===== src/rtl/sgdmac_pkg.sv =====
// ---------------------------------------------------------------------------
// sgdmac_pkg
//   Shared types and constants for the SGDMAC read-side arbiter.
//   - arb_state_t : arbiter FSM states (idle / address phase / data phase)
//   - DEF_*_W     : default AXI widths used as parameter defaults
//   - ARSIZE_4B, ARBURST_INCR : AXI encodings used by the requesters
// ---------------------------------------------------------------------------
package sgdmac_pkg;

  localparam int DEF_ID_W   = 4;
  localparam int DEF_ADDR_W = 32;
  localparam int DEF_DATA_W = 32;

  localparam logic [2:0] ARSIZE_4B    = 3'b010;
  localparam logic [1:0] ARBURST_INCR = 2'b01;

  typedef enum logic [1:0] {
    S_IDLE = 2'd0,
    S_AR   = 2'd1,
    S_R    = 2'd2
  } arb_state_t;

endpackage


===== src/rtl/sgdmac_rd_arbiter_rr_arb2.sv =====
// ---------------------------------------------------------------------------
// rr_arb2
//   Two-input grant logic, purely combinational. Output is one-hot.
//   Ports:
//     i_req[1:0]    request vector (bit0 = M0, bit1 = M1)
//     i_last_grant  index of the requester served last
//     o_grant[1:0]  one-hot grant, 0 when nobody requests
//   Build option:
//     SGDMAC_RD_ARB_FIXED_PRIO_EN defined   -> M0 always wins a tie
//     SGDMAC_RD_ARB_FIXED_PRIO_EN undefined -> round-robin on last_grant
// ---------------------------------------------------------------------------
module rr_arb2 (
  input  logic [1:0] i_req,
  input  logic       i_last_grant,
  output logic [1:0] o_grant
);

`ifdef SGDMAC_RD_ARB_FIXED_PRIO_EN
  // Descriptor fetch must never starve behind long data streams.
  logic w_unused_lg;
  assign w_unused_lg = i_last_grant;

  always_comb begin
    o_grant = 2'b00;
    if (i_req[0])      o_grant = 2'b01;
    else if (i_req[1]) o_grant = 2'b10;
  end
`else
  // On a tie, the requester that was not served last wins.
  always_comb begin
    o_grant = i_req;
    if (i_req == 2'b11) o_grant = i_last_grant ? 2'b01 : 2'b10;
  end
`endif

endmodule


===== src/rtl/sgdmac_rd_arbiter.sv =====
// ---------------------------------------------------------------------------
// sgdmac_rd_arbiter
//   Shares one AXI read port between the descriptor fetcher (M0) and the
//   read data engine (M1). One outstanding burst at a time: the grant taken
//   in S_IDLE is held through the AR handshake and the whole R burst, whose
//   beats are routed back to the owner. Burst length is checked against the
//   rlast position.
//   Ports:
//     clk, rst             clock, synchronous active-high reset
//     m0_ar*/m1_ar*        requester AR channels (in), m*_arready (out)
//     m0_r*/m1_r*          requester R channels (out), m*_rready (in)
//     s_ar*                AR channel to interconnect
//     s_r*                 R channel from interconnect
//     owner_o              grant index (0=M0, 1=M1), valid while busy_o
//     busy_o               high in S_AR or S_R
//     err_o                sticky: rlast/beat-count mismatch or stray beat
//   Build option: SGDMAC_RD_ARB_FIXED_PRIO_EN (see rr_arb2).
// ---------------------------------------------------------------------------
module sgdmac_rd_arbiter
  import sgdmac_pkg::*;
#(
  parameter int ID_W   = DEF_ID_W,
  parameter int ADDR_W = DEF_ADDR_W,
  parameter int DATA_W = DEF_DATA_W
) (
  input  logic              clk,
  input  logic              rst,
  // M0: descriptor fetcher
  input  logic [ID_W-1:0]   m0_arid,
  input  logic [ADDR_W-1:0] m0_araddr,
  input  logic [3:0]        m0_arlen,
  input  logic [2:0]        m0_arsize,
  input  logic [1:0]        m0_arburst,
  input  logic              m0_arvalid,
  output logic              m0_arready,
  output logic [ID_W-1:0]   m0_rid,
  output logic [DATA_W-1:0] m0_rdata,
  output logic [1:0]        m0_rresp,
  output logic              m0_rlast,
  output logic              m0_rvalid,
  input  logic              m0_rready,
  // M1: read data engine
  input  logic [ID_W-1:0]   m1_arid,
  input  logic [ADDR_W-1:0] m1_araddr,
  input  logic [3:0]        m1_arlen,
  input  logic [2:0]        m1_arsize,
  input  logic [1:0]        m1_arburst,
  input  logic              m1_arvalid,
  output logic              m1_arready,
  output logic [ID_W-1:0]   m1_rid,
  output logic [DATA_W-1:0] m1_rdata,
  output logic [1:0]        m1_rresp,
  output logic              m1_rlast,
  output logic              m1_rvalid,
  input  logic              m1_rready,
  // Interconnect side
  output logic [ID_W-1:0]   s_arid,
  output logic [ADDR_W-1:0] s_araddr,
  output logic [3:0]        s_arlen,
  output logic [2:0]        s_arsize,
  output logic [1:0]        s_arburst,
  output logic              s_arvalid,
  input  logic              s_arready,
  input  logic [ID_W-1:0]   s_rid,
  input  logic [DATA_W-1:0] s_rdata,
  input  logic [1:0]        s_rresp,
  input  logic              s_rlast,
  input  logic              s_rvalid,
  output logic              s_rready,
  // Status
  output logic              owner_o,
  output logic              busy_o,
  output logic              err_o
);

  arb_state_t r_state;
  logic       r_owner;
  logic       r_last_grant;
  logic [3:0] r_beat_cnt;
  logic [3:0] r_len_q;
  logic       r_err;

  logic [1:0] w_req;
  logic [1:0] w_grant;
  logic       w_in_ar;
  logic       w_in_r;
  logic       w_busy;
  logic       w_sel0;
  logic       w_sel1;
  logic       w_own_arvalid;
  logic       w_own_rready;
  logic [3:0] w_own_arlen;
  logic       w_ar_hs;
  logic       w_beat;

  assign w_req = {m1_arvalid, m0_arvalid};

  rr_arb2 u_rr_arb2 (
    .i_req        (w_req),
    .i_last_grant (r_last_grant),
    .o_grant      (w_grant)
  );

  assign w_in_ar = (r_state == S_AR);
  assign w_in_r  = (r_state == S_R);
  assign w_busy  = w_in_ar | w_in_r;

  // Per-requester selects; both are low when no grant is held.
  assign w_sel0 = w_busy & ~r_owner;
  assign w_sel1 = w_busy &  r_owner;

  assign w_own_arvalid = r_owner ? m1_arvalid : m0_arvalid;
  assign w_own_rready  = r_owner ? m1_rready  : m0_rready;
  assign w_own_arlen   = r_owner ? m1_arlen   : m0_arlen;

  // AR channel: payload follows the owner for the whole grant, zero otherwise.
  always_comb begin
    s_arid    = '0;
    s_araddr  = '0;
    s_arlen   = '0;
    s_arsize  = '0;
    s_arburst = '0;
    if (w_sel0) begin
      s_arid    = m0_arid;
      s_araddr  = m0_araddr;
      s_arlen   = m0_arlen;
      s_arsize  = m0_arsize;
      s_arburst = m0_arburst;
    end else if (w_sel1) begin
      s_arid    = m1_arid;
      s_araddr  = m1_araddr;
      s_arlen   = m1_arlen;
      s_arsize  = m1_arsize;
      s_arburst = m1_arburst;
    end
  end

  assign s_arvalid  = w_in_ar & w_own_arvalid;
  assign m0_arready = w_in_ar & ~r_owner & s_arready;
  assign m1_arready = w_in_ar &  r_owner & s_arready;
  assign w_ar_hs    = s_arvalid & s_arready;

  // R channel: stray beats outside S_R are never accepted.
  assign s_rready = w_in_r & w_own_rready;
  assign w_beat   = s_rvalid & s_rready;

  assign m0_rvalid = w_in_r & ~r_owner & s_rvalid;
  assign m1_rvalid = w_in_r &  r_owner & s_rvalid;
  assign m0_rid    = (w_in_r & ~r_owner) ? s_rid   : '0;
  assign m0_rdata  = (w_in_r & ~r_owner) ? s_rdata : '0;
  assign m0_rresp  = (w_in_r & ~r_owner) ? s_rresp : '0;
  assign m0_rlast  = (w_in_r & ~r_owner) ? s_rlast : 1'b0;
  assign m1_rid    = (w_in_r &  r_owner) ? s_rid   : '0;
  assign m1_rdata  = (w_in_r &  r_owner) ? s_rdata : '0;
  assign m1_rresp  = (w_in_r &  r_owner) ? s_rresp : '0;
  assign m1_rlast  = (w_in_r &  r_owner) ? s_rlast : 1'b0;

  assign owner_o = r_owner;
  assign busy_o  = w_busy;
  assign err_o   = r_err;

  always_ff @(posedge clk) begin
    if (rst) begin
      r_state      <= S_IDLE;
      r_owner      <= 1'b0;
      r_last_grant <= 1'b1;
      r_beat_cnt   <= 4'd0;
      r_len_q      <= 4'd0;
      r_err        <= 1'b0;
    end else begin
      case (r_state)
        S_IDLE: begin
          if (s_rvalid) r_err <= 1'b1;
          if (|w_req) begin
            r_owner <= w_grant[1];
            r_state <= S_AR;
          end
        end
        S_AR: begin
          if (s_rvalid) r_err <= 1'b1;
          if (w_ar_hs) begin
            r_len_q    <= w_own_arlen;
            r_beat_cnt <= 4'd0;
            r_state    <= S_R;
          end
        end
        S_R: begin
          if (w_beat) begin
            r_beat_cnt <= r_beat_cnt + 4'd1;
            if (s_rlast) begin
              // Last beat must sit at index arlen.
              if (r_beat_cnt != r_len_q) r_err <= 1'b1;
              r_last_grant <= r_owner;
              r_state      <= S_IDLE;
            end else if (r_beat_cnt == r_len_q) begin
              // Burst overran arlen; keep draining until rlast.
              r_err <= 1'b1;
            end
          end
        end
        default: r_state <= S_IDLE;
      endcase
    end
  end

endmodule


===== config.mk =====
export PLATFORM = sky130hd
export DESIGN_NAME = sgdmac_rd_arbiter
export DESIGN_NICKNAME = d
export VERILOG_FILES = /design/src/rtl/sgdmac_pkg.sv /design/src/rtl/sgdmac_rd_arbiter_rr_arb2.sv /design/src/rtl/sgdmac_rd_arbiter.sv
export SDC_FILE = /design/constraint.sdc
export NUM_CORES = 1
export LEC_CHECK = 0
export CAP_MARGIN = 20
export CORE_AREA = 2 2 103 105
export CTS_CLUSTER_DIAMETER = 40
export CTS_CLUSTER_SIZE = 24
export DETAILED_ROUTE_END_ITERATION = 8
export DIE_AREA = 0 0 105 107
export PLACE_DENSITY = 0.66
export SETUP_SLACK_MARGIN = 0.4
export SYNTH_ARGS = -nofsm -noshare
export SYNTH_HDL_FRONTEND = slang
export SYNTH_SLANG_ARGS = --single-unit

===== constraint.sdc =====
create_clock -name clk -period 2.4 [get_ports clk]
set_input_delay 0.48 -clock clk [delete_from_list [all_inputs] [get_ports clk]]
set_output_delay 0.48 -clock clk [all_outputs]
set_load 0.05 [all_outputs]

== Word-level counts from Yosys, hierarchy flattened ==
Cells that the tools add are included.

* Multiplexer cells: 37
* Bitwise logic cells: 16
* Reduce and logical (&&, ||, !) cells: 11
* Equality and inequality tests: 12
* $add $sub $neg: 1

{| class="wikitable"
|+ Operator list
! operator !! count
|-
| 32-bit two-way mux || 4
|-
| 4-bit two-way mux || 9
|-
| 2-bit two-way mux || 10
|-
| 1-bit bitwise AND || 14
|-
| 1-bit two-way mux || 9
|-
| 4-bit one-hot mux with 2 select lines || 1
|-
| 3-bit two-way mux || 2
|-
| 2-bit by 1-bit inequality test with 1-bit output, second input constant || 3
|-
| 3-bit by 2-bit inequality test with 1-bit output, second input constant || 2
|-
| 2-bit one-hot mux with 3 select lines || 1
|-
| 3-bit AND reduction || 2
|-
| 5-bit AND reduction || 1
|-
| 4-bit by 1-bit adder with 4-bit output, second input constant || 1
|-
| 2-bit equality test, second input constant || 2
|-
| 4-bit equality test || 1
|-
| 2-bit inequality test, second input constant || 2
|-
| 4-bit inequality test || 1
|-
| 2-bit AND reduction || 2
|-
| 4-bit AND reduction || 1
|-
| 2-bit nonzero test || 2
|-
| 2-bit OR reduction || 2
|-
| 2-bit by 1-bit equality test with 1-bit output, second input constant || 1
|-
| 2-bit zero test || 1
|-
| 1-bit one-hot mux with 2 select lines || 1
|-
| other kinds (2) || 2
|}

* Output and inout port bits: 132
* Input bits: 137
* Flip-flop bits (word level): 13

== Logic depth before layout (Yosys ltp) ==
* Word-level depth: 5
* Mapped depth: 7
* Mapped depth without buffers: 6

== By module ==
A second synthesis with hierarchy kept.

* Cells, all modules: 289
* Area total of the unflattened synthesis: 2024.4 um^2

{| class="wikitable"
|+ By module, submodules not included
! module !! area each (um^2) !! instances !! cells each
|-
| sgdmac_rd_arbiter || 2005.7 || 1 || 286
|-
| rr_arb2 || 18.8 || 1 || 3
|}

== Worst setup path before layout ==
No wires, ideal clock.

* Path kind: register -> output
* Start point: reg r_state[1]
* End point: out s_araddr[0]
* Data arrival time: 2153 ps
* Cell stages (with the launch flop): 6
* Setup slack: -233 ps
* Path buffers: 1
* Data required time: 1920 ps
* Path through: dfxtp_1 > inv_1 > ha_1 > inv_2 > clkbuf_1 > nor2_1

* Cells in the longest elaborated chain, start to end: 5
* Elaborated cells between the ends (all ways): 7
* Classes of those cells: 2 x eq/ne; 2 x mux; 3 x bitwise

{| class="wikitable"
|+ Ends and longest elaborated chain
! what !! line !! text
|-
| start, declared || sgdmac_rd_arbiter.sv:76 || <nowiki>arb_state_t r_state;</nowiki>
|-
| start signal, assigned || sgdmac_rd_arbiter.sv:164 || <nowiki>r_state <= S_IDLE;</nowiki>
|-
| start signal, assigned || sgdmac_rd_arbiter.sv:176 || <nowiki>r_state <= S_AR;</nowiki>
|-
| start signal, assigned || sgdmac_rd_arbiter.sv:184 || <nowiki>r_state <= S_R;</nowiki>
|-
| 2-bit by 1-bit equality test with 1-bit output / 2-bit equality test (equally long branches) || sgdmac_rd_arbiter.sv:104, sgdmac_rd_arbiter.sv:105 ||
|-
| 1-bit OR (*) || sgdmac_rd_arbiter.sv:106 || <nowiki>assign w_busy = w_in_ar | w_in_r;</nowiki>
|-
| named net busy_o || sgdmac_rd_arbiter.sv:72 || <nowiki>output logic busy_o,</nowiki>
|-
| 1-bit bitwise AND || sgdmac_rd_arbiter.sv:110 || <nowiki>assign w_sel1 = w_busy & r_owner;</nowiki>
|-
| 32-bit two-way mux || sgdmac_rd_arbiter.sv:129 || <nowiki>end else if (w_sel1) begin</nowiki>
|-
| 32-bit two-way mux (*) || sgdmac_rd_arbiter.sv:123 || <nowiki>if (w_sel0) begin</nowiki>
|-
| end, declared || sgdmac_rd_arbiter.sv:58 || <nowiki>output logic [ADDR_W-1:0] s_araddr,</nowiki>
|}

Mark *: on every way through the listed nets, which the timed path passes. The rest lies on a longest branch.

== Final worst setup path ==
* Start point: reg r_state[0]
* End point: out m0_rdata[29]

* Cells in the longest elaborated chain, start to end: 3

{| class="wikitable"
|+ Ends and longest elaborated chain
! what !! line !! text
|-
| 2-bit equality test || sgdmac_rd_arbiter.sv:105 || <nowiki>assign w_in_r = (r_state == S_R);</nowiki>
|-
| 1-bit bitwise AND || sgdmac_rd_arbiter.sv:150 || <nowiki>assign m0_rdata = (w_in_r & ~r_owner) ? s_rdata : '0;</nowiki>
|-
| 32-bit two-way mux || sgdmac_rd_arbiter.sv:150 ||
|-
| end, declared || sgdmac_rd_arbiter.sv:37 || <nowiki>output logic [DATA_W-1:0] m0_rdata,</nowiki>
|}

Every way passes these cells.

==> results_dict.tcl <==
set metrics [dict create \
    p_comb_share_pct 92.2 \
    synth_nets 434 \
    coreArea_mm2 0.0101 \
    slew_violations 0 \
    viasPerCell 4.65 \
    hp-class "flip-flop to flip-flop" \
    cpMostUsedCell "buf_12" \
    power.density_mw_per_mm2 914 \
    grt_pass1_vias 3420 \
    rr_worst_depth 6 \
    cp_cell_sequence "inv_4, ha_4, inv_6, nor2_4, buf_12, clkbuf_16, and2_4, buf_12" \
    cts.sinks 13 \
    num-fill-cells 778 \
    drive_gt1_share_pct 56.0 \
    ys.flop_type "dfxtp_1" \
    fin_nets 716 \
    end_kind "output port" \
    cts_hold_buf 0 \
    routabilityCongestion 0.844 \
    cp_data_arrival_time_ns 1.58 \
    synthArstFlopShare_pct 0 \
    p_leak_nw 2.79 \
    synth_top_area_share_pct 23.2 \
    cp_max_fo 5 \
    cts_made_buffers 3 \
    gr-usage-all-layers_pct 21.2 \
    ant_nets 0 \
    reg2reg_slack_ns 0.65 \
    finalCriticalPeriod_ns 2.06 \
    synth_top_cell_by_area "mux2i_1" \
    synth_area_leaders "mux2i_1 23%, dfxtp_1 13%, and3_1 12%, and2_1 12%, nor2_1 10%" \
    clk_pin_slew_ns 0.06 \
    met2_usage_pct 41.6 \
    place_hpwl_um 10100 \
    dieArea_mm2 0.0112 \
    hold_viol_final 0 \
    syn_inst 292 \
    tns_ns 0 \
    rows 37 \
    synth_warnings 0 \
    status "finished, final reports clean" \
    dieHeight_um 107 \
    overflow 0 \
    synth_cell_type_count 40 \
    vias 3295 \
    ys_seq_area_share_pct 12.6 \
    p_sw_mw 3.44 \
    initial_core_util_pct 20.5 \
    dpl_worst_slack_ns 0.340 \
    fmax_mhz 486 \
    wire_per_inst_um 18.3 \
    synth-seq-cells 13 \
    grt_max_degree 48 \
    cts_max_path_buffers 2 \
    area_growth_pct 234 \
    crit_family "buffers and inverters" \
    drtIter0Drc 79 \
    portBuffers 268 \
    power.internal_mw 2.88 \
    ioPinCount 269 \
    worstSkewPairLatency_ns 0.24 \
    seqPwrFrac_pct 4.7 \
    dpl.cell_count 683 \
    finalCritPeriodShare_pct 85.8 \
    cp.buffers_inverters 5 \
    antenna_found_initial 0 \
    tightestPinTransition_ns 0.575 \
    top_usage_layer "met2" \
    grt.met3_usage_pct 4.19 \
    clock_skew_ns 0.00437 \
    p_sw_share_pct 54.4 \
    critPathLaunchType "flip-flop" \
    rsz0062_at_grt "yes" \
    drt_first_pass_iters 4 \
    ir_worst_vdd_mv 0.686 \
    min_path_cells 2 \
    grt_pass1_wl_um 19000 \
    syn_area_per_cell_um2 7.09 \
    die_x_um 105 \
    worst_slack_ns 0.340 \
    drv_cap 0 \
    cts.root.buffer_cell "clkbuf_8" \
    synth_edf_count 0 \
    cts_max_level 1 \
    slew_headroom_pct 61.6 \
    cp_slowest_cell "dfxtp_4" \
    cpPeakStageDelay_ns 0.35 \
    grt_use_met1_pct 23.8 \
    antenna-diode-count 0 \
    crit_type "flip-flop to output port" \
    drt-total-wl_um 12900 \
    finalSetupViolations 0 \
    synth_area_mm2 0.00207 \
    worstPathRequired_ns 1.92 \
    crit_cells 8 \
    fin_cells 709 \
    power.share.clock_pct 3.1 \
    tritoncts "done" \
    route.detailed.drc 0 \
]
-- layout by cell type (no fill, tap or decap), types with 3 or more instances in the layout --
master / Yosys / final
buf_12: 0 / 95
nand2_1: 5 / 5
inv_1: 6 / 3
clkbuf_16: 0 / 4
nor2b_1: 3 / 3
mux2i_2: 2 / 7
nor2_4: 0 / 43
nor2_2: 1 / 5
nand2b_1: 9 / 9
mux2i_1: 48 / 38
dfxtp_1: 13 / 10
clkdlybuf4s50_1: 0 / 135
mux2i_4: 0 / 5
nor2_1: 55 / 8
and2_4: 0 / 39
and3_2: 0 / 38
a21oi_1: 5 / 5
buf_6: 1 / 46
nand4_1: 4 / 4
dfxtp_4: 0 / 3
xor2_1: 4 / 4
buf_4: 2 / 15
clkbuf_8: 0 / 3
a211oi_1: 4 / 4
buf_16: 0 / 3
and3_1: 41 / 3
-- timing repair --
action	4_1_cts	5_1_grt
setup buffers	13	2
cloned	2	5
gates resized for setup	97	20
endpoints found under the setup margin	131	127
pin swaps	2	13
-- sequential cells by signal, indices dropped and copies added, names as in the netlist --
| name | cells |
|---|---|
| owner_o | 1 |
| r_beat_cnt | 4 |
| err_o | 1 |
| r_last_grant | 1 |
| r_len_q | 4 |
| r_state | 2 |
-- through the flow --
| step | total power [mW] | utilization (%) | hold WS, ns | area, µm² |
|---|---|---|---|---|
| after detailed placement | 5.22 | 61.1 | 0.506 | 6170 |
| final | 6.32 | 68.6 | 0.516 | 6920 |
| after floorplan | 3.45 | - | 0.449 | 2520 |
| after global routing | 6.55 | 68.6 | 0.533 | 6920 |
| after global placement | 5.17 | 61.1 | 0.504 | 6170 |
| after CTS | 6.11 | 66.5 | 0.518 | 6710 |
-- cells by family after synthesis --
| group | count (synthesis) | share of synthesized area (%) |
|---|---|---|
| simple gates | 164 | 42.5 |
| mux | 51 | 25.3 |
| flops | 13 | 12.6 |
| fa+ha+maj | 5 | 3.02 |
| xor+xnor | 5 | 2.11 |
| buf+inv | 32 | 6.77 |
| compound gates | 22 | 7.79 |
-- routing by layer --
layer | part of all wire, % | up-vias
li1 | - | 1571
met3 | 6.8 | 19
met4 | 1.8 | 0
met1 | 37 | 1526
met5 | 0 | -
met2 | 54 | 179
-- path summary, 6_finish.rpt --
kind	startpoint	endpoint
worst max-delay path	r_state[0]$_SDFFE_PP0P_	m0_rdata[29]
worst min-delay path	r_len_q[1]$_SDFFE_PP0P_	r_len_q[1]$_SDFFE_PP0P_
worst max register to register	owner_o$_SDFFE_PP0P_	r_state[0]$_SDFFE_PP0P_
worst min register to register	r_len_q[1]$_SDFFE_PP0P_	r_len_q[1]$_SDFFE_PP0P_
-- worst min-delay path, delay by kind of cell, from the launching register on --
kind             cells  cell delay (ns)
flip-flops           1             0.32
AO/OA/AOI/OAI        1             0.05
AND/OR/NAND/NOR      1             0.10
-- cell usage after synthesis, drive strengths merged (4+ instances only) --
cell type	number
nor2	56
mux2i	50
a211oi	4
clkbuf	18
nand4	4
nand2b	9
inv	7
xor2	4
a21oi	5
dfxtp	13
buf	7
ha	5
nand2	5
and3	41
and2	39
-- layout make-up --
| type | count | area [µm²] | area share (%) |
|---|---|---|---|
| Clock buffer | 4 | 45.0 | 0.651 |
| Multi-Input combinational cell | 247 | 2270 | 32.8 |
| Sequential cell | 13 | 272 | 3.92 |
| Timing Repair Buffer | 302 | 4120 | 59.5 |
| Inverter | 7 | 46.3 | 0.669 |
| Tap cell | 136 | 170 | 2.46 |
-- power groups by stage --
stage / clock network, mW / registers [mW] / logic, mW
after floorplan: 0 / 0.305 / 3.14
after global placement: 0 / 0.306 / 4.86
after detailed placement: 0 / 0.309 / 4.91
after CTS: 0.194 / 0.292 / 5.62
after global routing: 0.205 / 0.303 / 6.04
final: 0.196 / 0.299 / 5.83
Power figures use the tool's default switching activity.
